**src/rtl/mdu_iterative.sv**
```systemverilog
// Iterative RV32M multiply/divide unit.
// One shift-add (multiply) or restoring shift-subtract (divide) step per cycle.
// Every operation takes the same number of cycles: DATA_WIDTH in CALC, one in FIX,
// then a single-cycle DONE pulse. Signs are stripped on entry and restored in FIX.
`timescale 1ns/1ps

module mdu_iterative #(
  parameter int DATA_WIDTH = 32
) (
  input  logic                  clk,
  input  logic                  rst_n,
  input  logic                  start,
  input  logic                  kill,
  input  logic [2:0]            funct3,
  input  logic [DATA_WIDTH-1:0] rs1,
  input  logic [DATA_WIDTH-1:0] rs2,
  output logic                  busy,
  output logic                  done,
  output logic [DATA_WIDTH-1:0] result
);

  localparam int W  = DATA_WIDTH;
  localparam int CW = $clog2(DATA_WIDTH);

  typedef enum logic [1:0] {IDLE, CALC, FIX, DONE} state_t;

  state_t state, state_next;

  logic [CW-1:0]  count;
  logic [2:0]     op;
  logic           sign_a;
  logic           sign_b;
  logic           div_zero;
  // Multiplicand for multiplies, divisor for divides.
  logic [W-1:0]   operand;
  // Product register: upper half accumulates, lower half holds the multiplier.
  logic [2*W-1:0] prod;
  // Dividend shifts out of the MSB while quotient bits enter at the LSB.
  logic [W-1:0]   quot;
  logic [W-1:0]   rem;

  logic           signed_a_op;
  logic           signed_b_op;
  logic           in_sign_a;
  logic           in_sign_b;
  logic [W-1:0]   mag_a;
  logic [W-1:0]   mag_b;

  logic [W:0]     mul_sum;
  logic [W:0]     trial;
  logic           trial_ge;
  logic [W-1:0]   trial_diff;
  logic           last_iter;

  logic [2*W-1:0] prod_fix;
  logic [W-1:0]   quot_fix;
  logic [W-1:0]   rem_fix;
  logic [W-1:0]   fix_value;

  assign busy      = (state == CALC) || (state == FIX);
  assign done      = (state == DONE);
  assign last_iter = (count == CW'(W - 1));

  // Operand sign handling: MULH/DIV/REM are signed on both sides, MULHSU only on rs1.
  always_comb begin
    signed_b_op = (funct3 == 3'b001) || (funct3 == 3'b100) || (funct3 == 3'b110);
    signed_a_op = signed_b_op || (funct3 == 3'b010);
    in_sign_a   = signed_a_op & rs1[W-1];
    in_sign_b   = signed_b_op & rs2[W-1];
    mag_a       = in_sign_a ? (~rs1 + 1'b1) : rs1;
    mag_b       = in_sign_b ? (~rs2 + 1'b1) : rs2;
  end

  // One iteration step for each algorithm; the trial subtraction is W+1 bits wide.
  always_comb begin
    mul_sum    = {1'b0, prod[2*W-1:W]} + (prod[0] ? {1'b0, operand} : {(W+1){1'b0}});
    trial      = {rem, quot[W-1]};
    trial_ge   = (trial >= {1'b0, operand});
    // When trial >= operand the true difference is below operand, so W bits suffice.
    trial_diff = trial[W-1:0] - operand;
  end

  // Sign restoration and result selection applied in FIX.
  always_comb begin
    prod_fix = (sign_a ^ sign_b) ? (~prod + 1'b1) : prod;
    if (div_zero)
      quot_fix = {W{1'b1}};
    else
      quot_fix = (sign_a ^ sign_b) ? (~quot + 1'b1) : quot;
    rem_fix  = sign_a ? (~rem + 1'b1) : rem;
    case (op)
      3'b000:                 fix_value = prod_fix[W-1:0];
      3'b001, 3'b010, 3'b011: fix_value = prod_fix[2*W-1:W];
      3'b100, 3'b101:         fix_value = quot_fix;
      default:                fix_value = rem_fix;
    endcase
  end

  // State register.
  always_ff @(posedge clk or negedge rst_n) begin
    if (!rst_n)
      state <= IDLE;
    else
      state <= state_next;
  end

  // Next-state logic; kill aborts CALC/FIX and blocks a start in IDLE.
  always_comb begin
    state_next = state;
    case (state)
      IDLE: if (start && !kill) state_next = CALC;
      CALC: begin
        if (kill)
          state_next = IDLE;
        else if (last_iter)
          state_next = FIX;
      end
      FIX:  state_next = kill ? IDLE : DONE;
      DONE: state_next = IDLE;
      default: state_next = IDLE;
    endcase
  end

  // Datapath: latch operands on accept, iterate in CALC, write result in FIX.
  always_ff @(posedge clk or negedge rst_n) begin
    if (!rst_n) begin
      count    <= '0;
      op       <= '0;
      sign_a   <= 1'b0;
      sign_b   <= 1'b0;
      div_zero <= 1'b0;
      operand  <= '0;
      prod     <= '0;
      quot     <= '0;
      rem      <= '0;
      result   <= '0;
    end else begin
      case (state)
        IDLE: begin
          if (start && !kill) begin
            count    <= '0;
            op       <= funct3;
            sign_a   <= in_sign_a;
            sign_b   <= in_sign_b;
            div_zero <= (rs2 == '0);
            operand  <= funct3[2] ? mag_b : mag_a;
            prod     <= {{W{1'b0}}, mag_b};
            quot     <= mag_a;
            rem      <= '0;
          end
        end
        CALC: begin
          count <= count + 1'b1;
          if (op[2]) begin
            rem  <= trial_ge ? trial_diff : trial[W-1:0];
            quot <= {quot[W-2:0], trial_ge};
          end else begin
            prod <= {mul_sum, prod[W-1:1]};
          end
        end
        FIX: begin
          if (!kill)
            result <= fix_value;
        end
        default: ;
      endcase
    end
  end

endmodule

```
**config.mk**
```make
export PLATFORM = sky130hd
export DESIGN_NAME = mdu_iterative
export DESIGN_NICKNAME = d
export VERILOG_FILES = /design/src/rtl/mdu_iterative.sv
export SDC_FILE = /design/constraint.sdc
export NUM_CORES = 1
export LEC_CHECK = 0
export ABC_AREA = 1
export ABC_CLOCK_PERIOD_IN_PS = 4900
export BUFFER_PORTS_ARGS = -buffer_cell sky130_fd_sc_hd__buf_2
export CORE_ASPECT_RATIO = 1.25
export CORE_MARGIN = 4
export CORE_UTILIZATION = 55
export DETAILED_ROUTE_END_ITERATION = 10
export GPL_TIMING_DRIVEN = 0
export PLACE_DENSITY = 0.79
export SKIP_LAST_GASP = 1
export SLEW_MARGIN = 20
export SYNTH_ARGS = -nofsm -noshare
export SYNTH_HDL_FRONTEND = slang
export SYNTH_SLANG_ARGS = --single-unit
```
**constraint.sdc**
```tcl
create_clock -name clk -period 4.9 [get_ports clk]
set_input_delay 0.245 -clock clk [delete_from_list [all_inputs] [get_ports clk]]
set_output_delay 0.245 -clock clk [all_outputs]
set_load 0.01 [all_outputs]
```
; Yosys cells after proc, flatten, opt, wreduce, memory -nomap -nowiden
; Cells that the tools add are included.
[word_totals]
in_bits = 71
reg_bits = 205
[classes]
n_mux = 26
n_reduce_logical = 18
n_eq_ne = 17
order_cmp = 1
n_addsub = 8
bitwise_logic = 9
[ops]
columns = op, count
row1 = 32-bit two-way mux, 12
row2 = 64-bit two-way mux, 3
row3 = 32-bit by 1-bit adder with 32-bit output (second input constant), 4
row4 = 32-bit NOT, 4
row5 = 32-bit one-hot mux with 2 select lines, 2
row6 = 64-bit one-hot mux with 2 select lines, 1
row7 = 32-bit one-hot mux with 3 select lines, 1
row8 = 64-bit by 1-bit adder with 64-bit output (second input constant), 1
row9 = 64-bit NOT, 1
row10 = 32-bit by 32-bit adder with 33-bit output, 1
row11 = 33-bit by 32-bit greater-or-equal comparator with 1-bit output, 1
row12 = 32-bit zero test, 1
row13 = 32-bit subtractor, 1
row14 = 3-bit == test (second input constant), 4
row15 = 5-bit one-hot mux with 2 select lines, 1
row16 = 3-bit by 2-bit == test with 1-bit output (second input constant), 3
row17 = 2-bit two-way mux, 4
row18 = 2-bit one-hot mux with 4 select lines, 1
row19 = 2-bit AND reduction, 4
row20 = 3-bit by 1-bit == test with 1-bit output (second input constant), 2
row21 = 2-bit != test (second input constant), 3
row22 = 3-bit AND reduction, 2
row23 = 5-bit by 1-bit adder with 5-bit output (second input constant), 1
row24 = 5-bit == test (second input constant), 1
row25 = other kinds (15), 20

; Logic depth before layout (Yosys ltp)
; Gate-level depths: netlist (run 1).
[depth]
depth_word = 8
mapped_depth = 17

; Worst setup path before layout (run 1)
; Ideal clock, no wire load.
[synth_timing]
path_type = reg-to-reg
startpoint = register prod[0]
endpoint = register prod[60]
arrival_time_ns = 2.049
n_path_buf = 2
stages_incl_launch_ff = 13
setup_slack_ns = 2.724
setup_ns = 0.127
path_cell_list = dfrtp_1 -> buf_2 -> clkbuf_1 -> nand2_1 -> inv_1 -> ha_1 -> nand2_1 -> nand3_1 -> a21oi_1 -> o21ai_0 -> nand3_1 -> a21oi_1 -> o21ai_0
[synth_between]
elab_chain_len = 4
[synth_lines]
columns = element, line_no
row1 = from (decl), 37  ; logic [2*W-1:0] prod;
row2 = from (signal assigned), 147  ; prod <= {{W{1'b0}}, mag_b};
row3 = from (signal assigned), 158  ; prod <= {mul_sum, prod[W-1:1]};
row4 = 32-bit two-way mux, 76  ; mul_sum = {1'b0, prod[2*W-1:W]} + (prod[0] ? {1'b0, operand} : {(W+1){1'b0}});
row5 = 32-bit by 32-bit adder with 33-bit output, 76
row6 = 64-bit two-way mux, 154  ; if (op[2]) begin
row7 = 64-bit one-hot mux with 2 select lines, 138  ; case (state)
; No other way between the ends. The select of a mux whose other input is x is not followed.
; A chain may end at the register's enable or synchronous reset.

; Final worst setup path (run 1)
[layout_timing]
startpoint = register prod[0]
endpoint = register prod[52]
; Same word-level chain as after synthesis.

==> results.sh, run 1 <==
export IMPL_port_buffers=104
export IMPL_antenna_found_initial=3
export IMPL_synth_area_leaders="dfrtp_1 (25%), nand2_1 (18%), nand3_1 (8.8%)"
export IMPL_finalHoldViolCount=0
export IMPL_cts_hold_fix_buffers=2
export IMPL_crit_arrival_ns=4.15
export IMPL_clk_path_buf_depth=3
export IMPL_synth_top_area_cell="dfrtp_1"
export IMPL_syn2layout_area_growth_pct=9.97
export IMPL_async_reset_ff_share_pct=100
export IMPL_clk_pin_slew_ns=0.07
export IMPL_path_common_cell="nand2_1"
export IMPL_dp_hpwl_mm=75.6
export IMPL_crit_required_ns=5.38
export IMPL_slowest_stage="a21oi_1"
export IMPL_synth_top_area_share_pct=25.2
export IMPL_clock_root_buffer="clkbuf_16"
export IMPL_placed_cells=4020
export IMPL_start_kind="flop"
export IMPL_worstSkewPairLatency_ns=0.56
export IMPL_grt_setup_unrepaired="no"
export IMPL_final_cell_mix="nand2_1 (982), nor2_1 (450), inv_1 (411), nand3_1 (360), o21ai_0 (266)"
export IMPL_cts_setup_buffers=0
export IMPL_synth_area_mm2=0.0204
export IMPL_drc_errors=0
export IMPL_cts_made_buffers=24
export IMPL_yosysSeqAreaShare_pct=25.2
export IMPL_dr_pass1_iters=6
export IMPL_dr_first_iter_drc_count=3094
export IMPL_fp_coreArea_mm2=0.0364
export IMPL_slew_viol_final=0
export IMPL_design_area_mm2=0.0224
export IMPL_vias=24400
export IMPL_die_h_um=223
export IMPL_cts_tree="done"
export IMPL_setup_viol=0
export IMPL_synth_seq_cells=205
export IMPL_worst_setup_path_type="flop to flop"
export IMPL_synth_edf_count=0
export IMPL_cellPowerDensity_mw_per_mm2=828
export IMPL_nFillCells=3741
export IMPL_end_kind="flop"
export IMPL_htree_levels=1
export IMPL_grt_ovfl_total=0
export IMPL_num_rows=78
export IMPL_nNetsFinal=3717
export IMPL_final_cell_count_no_fill=4067
export IMPL_wirelength_mm=91.4
export IMPL_path_cells="buf_2 -> clkbuf_1 -> nand2_1 -> inv_1 -> ha_1 -> nand2_1 -> nand3_1 -> a21oi_1 -> o21ai_0 -> nand2_1 -> nand2_1 -> nand2_1 -> nand2_1 -> o21ai_0"
export IMPL_ant_nets=0
export IMPL_path_buf_inv=3
export IMPL_grt_max_degree=103
export IMPL_max_freq_mhz=272
export IMPL_grt_pass1_vias=22800
export IMPL_min_period_over_period_pct=75.0
export IMPL_max_slew_worst_pin_slew_ns=1.15
export IMPL_tns_ns=0
export IMPL_fin_worst_skew_ns=0.0180
export IMPL_viasPerCell=5.99
export IMPL_synth_nets=3583
export IMPL_irDropWorstVdd_mv=0.496
export IMPL_grt_first_pass_wirelength_mm=136
export IMPL_cp_top_family="compound AO/OA/AOI/OAI gates"
export IMPL_p_leak_nw=11.4
export IMPL_yosys_warnings=0
export IMPL_start_util_pct=56.0
export IMPL_yosysUniqueCellTypes=50
export IMPL_drv_cap=0
export IMPL_ioPinCount=105
export IMPL_whs_ns=0.0249
export IMPL_dieArea_mm2=0.0402
export IMPL_avgSynthCellArea_um2=5.93
export IMPL_place_area_mm2=0.0216
export IMPL_drive_above_1_share_pct=7.50
export IMPL_dieWidth_um=180
export IMPL_wl_per_cell_um=22.5
export IMPL_synth_top_flop_cell="dfrtp_1"
export IMPL_gp_congestion=1.13
export IMPL_relSlewSlack_pct=23.2
export IMPL_slowest_delay_ns=0.56
export IMPL_cp_max_fo=10
export IMPL_cts_sinks=205
export IMPL_post_cts_resize_count=0
export IMPL_status="complete, no violations"
export IMPL_syn_inst=3434
export IMPL_track_usage_pct=44.0
export IMPL_fin_crit_ns=3.68
export IMPL_final_common_cell="nand2_1"
export IMPL_holdCritPathClass="primary input to flop"
## metal layers
layer | routed length, µm | vias up | GRT usage, %
li1 | - | 11500 | -
met2 | 39400 | 1486 | 68.2
met4 | 8650 | 2 | 32.6
met1 | 33700 | 11000 | 54.3
met5 | 23 | - | 0
met3 | 9660 | 384 | 8.69
## Yosys cell counts (all sizes together), types with 2 or more instances
library cell	number
a31oi	5
o221ai	5
a32oi	2
dfrtp	205
xor2	41
a22oi	4
a21o	5
and2	2
nor2	464
nand3	376
nand2	994
a21oi	218
xnor2	20
nor3	36
a211oi	2
nor4	8
o22ai	14
o31ai	5
o21ai	303
o211ai	36
inv	418
o21bai	10
ha	76
nand3b	10
fa	2
buf	58
clkbuf	47
nand4	44
or2	12
o21a	8
## per-stage QoR
step           power (W)  worst slack (ns)  utilization, %
3_3_place_gp      0.0159            0.0917            59.1
4_1_cts           0.0180              1.55            61.6
2_1_floorplan     0.0117              2.72               -
5_1_grt           0.0198              1.05            61.6
3_5_place_dp      0.0160              1.53            59.2
6_report          0.0186              1.22            61.6
## power breakdown
part | leakage (nW) | internal (W) | total, W | switching (W)
logic | 8.40 | 0.00391 | 0.0131 | 0.00916
clock network | 0.397 | 0.00111 | 0.00191 | 0.000793
registers | 2.56 | 0.00249 | 0.00359 | 0.00110
## registers in the layout, summed over array words and instances (netlist names)
signal / cells
count: 5
prod: 64
sign_b: 1
quot: 32
rem: 32
div_zero: 1
result: 32
op: 3
sign_a: 1
operand: 32
state: 2
## cells by family (layout without fill, tap and decap cells)
family | after synthesis | after routing | synth area share (%)
AOI/OAI and AO/OA | 619 | 619 | 16.6
xor gates and xnor gates | 61 | 61 | 2.62
adders and majority gates | 78 | 78 | 4.86
buffers and inverters | 524 | 675 | 10.3
DFF | 205 | 205 | 25.2
other | 0 | 2 | 0
and+or+nand+nor | 1947 | 1947 | 40.4
## worst min-delay path: stages
cell and delay [ns]:
buf_2 0.13, nand2_1 0.07, o211ai_1 0.08
## area by class of cell
cell class	count	area, µm²	share of cell area (%)
antenna	2	5.00	0.0223
buffer	105	536	2.39
clock buffer	33	706	3.15
clock inverter	10	115	0.514
inverter	419	1570	7.02
multi-input combinational	2705	13100	58.6
sequential	205	5130	22.9
tap	480	601	2.68
timing repair buffer	108	606	2.70
## path summary, 6_finish.rpt
kind                                   startpoint                      end  slack, ns  depth (start not counted)
max                           prod[0]$_DFFE_PN0P_     prod[52]$_DFFE_PN0P_       1.22                         14
min                                       rs1[31]  operand[31]$_DFFE_PN0P_       0.02                          3
max reg2reg                   prod[0]$_DFFE_PN0P_     prod[52]$_DFFE_PN0P_       1.22                         14
min reg2reg                result[14]$_DFFE_PN0P_   result[14]$_DFFE_PN0P_       0.49                          2
max in group asynchronous                   rst_n      rem[19]$_DFFE_PN0P_       3.95                          3
min in group asynchronous                   rst_n     prod[32]$_DFFE_PN0P_       0.15                          2
(Power assumes the default switching activity.)
==> run 2: changes to the inputs <==
- ABC_CLOCK_PERIOD_IN_PS: 4900 -> 3000
- PLACE_DENSITY: 0.79 -> 0.82
- clock period: 4.9 -> 3 ns (I/O delays scaled with it)
==> run 2 against run 1 <==
Fmax increased by 24%. Register-to-register slack got worse by 1.2 ns. Die area unchanged.
==> results.sh, run 2 (synthesis gave the netlist of run 1 again) <==
export IMPL_status="complete, no violations"
export IMPL_final_common_cell="nand2_1"
export IMPL_place_area_mm2=0.0216
export IMPL_min_period_over_period_pct=99.1
export IMPL_holdCritPathClass="primary input to flop"
export IMPL_irDropWorstVdd_mv=0.850
export IMPL_grt_ovfl_total=0
export IMPL_track_usage_pct=43.7
export IMPL_grt_max_degree=102
export IMPL_grt_setup_unrepaired="yes"
export IMPL_antenna_found_initial=2
export IMPL_path_cells="inv_1 -> ha_1 -> buf_2 -> inv_2 -> clkbuf_1 -> clkdlybuf4s15_2 -> nand3_1 -> nand2_1 -> nand2_1"
export IMPL_final_cell_mix="nand2_1 (978), nor2_1 (448), inv_1 (410), nand3_1 (359), o21ai_0 (262)"
export IMPL_dp_hpwl_mm=75.6
export IMPL_cellPowerDensity_mw_per_mm2=1350
export IMPL_cts_tree="done"
export IMPL_max_freq_mhz=336
export IMPL_grt_first_pass_wirelength_mm=135
export IMPL_crit_required_ns=3.43
export IMPL_clock_root_buffer="clkbuf_16"
export IMPL_dieArea_mm2=0.0402
export IMPL_largest_reg_flops=64
export IMPL_worstSkewPairLatency_ns=0.56
export IMPL_drc_errors=0
export IMPL_slowest_delay_ns=0.69
export IMPL_relSlewSlack_pct=17.6
export IMPL_worstSetupStartpoint="state[1]$_DFFE_PN0P_"
export IMPL_cts_sinks=205
export IMPL_cp_top_family="buffers and inverters"
export IMPL_cp_max_fo=10
export IMPL_path_buf_inv=5
export IMPL_dieWidth_um=180
export IMPL_nFillCells=3703
export IMPL_path_common_cell="nand2_1"
export IMPL_dr_first_iter_drc_count=3253
export IMPL_clk_pin_slew_ns=0.06
export IMPL_wirelength_mm=91.5
export IMPL_setup_viol=0
export IMPL_fin_worst_skew_ns=0.0163
export IMPL_worst_setup_path_type="flop to flop"
export IMPL_nNetsFinal=3725
export IMPL_grt_pass1_vias=22900
export IMPL_crit_reg2reg_launch="state[1]$_DFFE_PN0P_"
export IMPL_max_slew_worst_pin_slew_ns=1.23
export IMPL_fin_crit_ns=2.97
export IMPL_slowest_stage="clkbuf_1"
export IMPL_crit_arrival_ns=3.41
export IMPL_reg2reg_slack_ns=0.03
export IMPL_drv_cap=0
export IMPL_start_kind="flop"
export IMPL_dr_pass1_iters=9
export IMPL_port_buffers=104
export IMPL_num_rows=78
export IMPL_end_kind="flop"
export IMPL_design_area_mm2=0.0226
export IMPL_slew_viol_final=0
export IMPL_final_core_util_pct=62.1
export IMPL_ioPinCount=105
export IMPL_finalHoldViolCount=0
export IMPL_clk_path_buf_depth=3
export IMPL_htree_levels=1
export IMPL_worstHoldStart="funct3[0]"
export IMPL_ant_nets=0
export IMPL_cts_made_buffers=24
export IMPL_vias=24500
export IMPL_die_h_um=223
export IMPL_fp_coreArea_mm2=0.0364
export IMPL_regMostFlops="prod"
export IMPL_viasPerCell=6.00
export IMPL_syn2layout_area_growth_pct=10.9
export IMPL_start_util_pct=56.0
export IMPL_wl_per_cell_um=22.4
export IMPL_p_leak_nw=11.4
export IMPL_drive_above_1_share_pct=7.99
export IMPL_gp_congestion=1.08
run 2: cell count changes in the layout (fill, tap and decap cells not counted), moves of 3 or more:
| cell | delta |
|---|---|
| nand2_2 | +4 |
| dlygate4sd3_1 | +8 |
| o21ai_0 | -4 |
| nand2_1 | -4 |
| clkbuf_8 | -3 |
run 2: metal layers:
layer / global-route usage, % / part of all wire [%] / vias to the layer above
met5: 0 / 0 / -
met4: 31.4 / 9.1 / 0
met3: 10.3 / 11 / 365
met2: 67.8 / 43 / 1484
met1: 53.1 / 37 / 11100
li1: - / - / 11500
run 2: worst paths after layout:
path	endpoint	cells after the start
max	prod[27]$_DFFE_PN0P_	9
min	op[0]$_DFFE_PN0P_	3
max reg2reg	prod[27]$_DFFE_PN0P_	9
min reg2reg	result[1]$_DFFE_PN0P_	2
max in group asynchronous	rem[16]$_DFFE_PN0P_	3
min in group asynchronous	prod[25]$_DFFE_PN0P_	2
run 2: through the flow:
step | setup WS (ns) | total power (W) | setup TNS (ns) | hold WS [ns] | std cells
after global routing | -0.0235 | 0.0326 | -0.0314 | 0.0416 | 4074
final | 0.0273 | 0.0305 | 0 | 0.00586 | 4077
after CTS | 0.0317 | 0.0296 | 0 | 0.00679 | 4074
after detailed placement | -0.320 | 0.0262 | -1.94 | 0.0254 | 4020
after global placement | -1.74 | 0.0261 | -349.01 | 0.452 | 4018
after floorplan | 0.824 | 0.0192 | 0 | -0.146 | 3434
run 2: where the power goes:
group,internal (W),switching [W]
logic,0.00642,0.0150
clock network,0.00192,0.00132
registers,0.00406,0.00179
total,0.0124,0.0181
run 2: repair_timing:
item	CTS	global route
hold endpoints to repair	214	0
setup endpoints to repair	16	20
hold buffers	10	0
buffers inserted	0	0
gates resized for setup	10	20
run 2: final cells by class:
type                            instances  area (µm²)  area share (%)
Multi-Input combinational cell       2705       13200            58.4
Sequential cell                       205        5130            22.7
Inverter                              419        1570            6.96
Timing Repair Buffer                  116         686            3.03
Clock buffer                           30         664            2.94
Tap cell                              480         601            2.66
Antenna cell                            3        7.51          0.0332
Clock inverter                         14         188           0.830
Buffer                                105         551            2.44
run 2: worst register-to-register path, delay by kind of cell (launching register included):
| kind | cells | cell delay [ns] |
|---|---|---|
| fa+ha+maj | 1 | 0.17 |
| buf+inv | 5 | 1.74 |
| simple gates | 3 | 0.55 |
| flops | 1 | 0.39 |
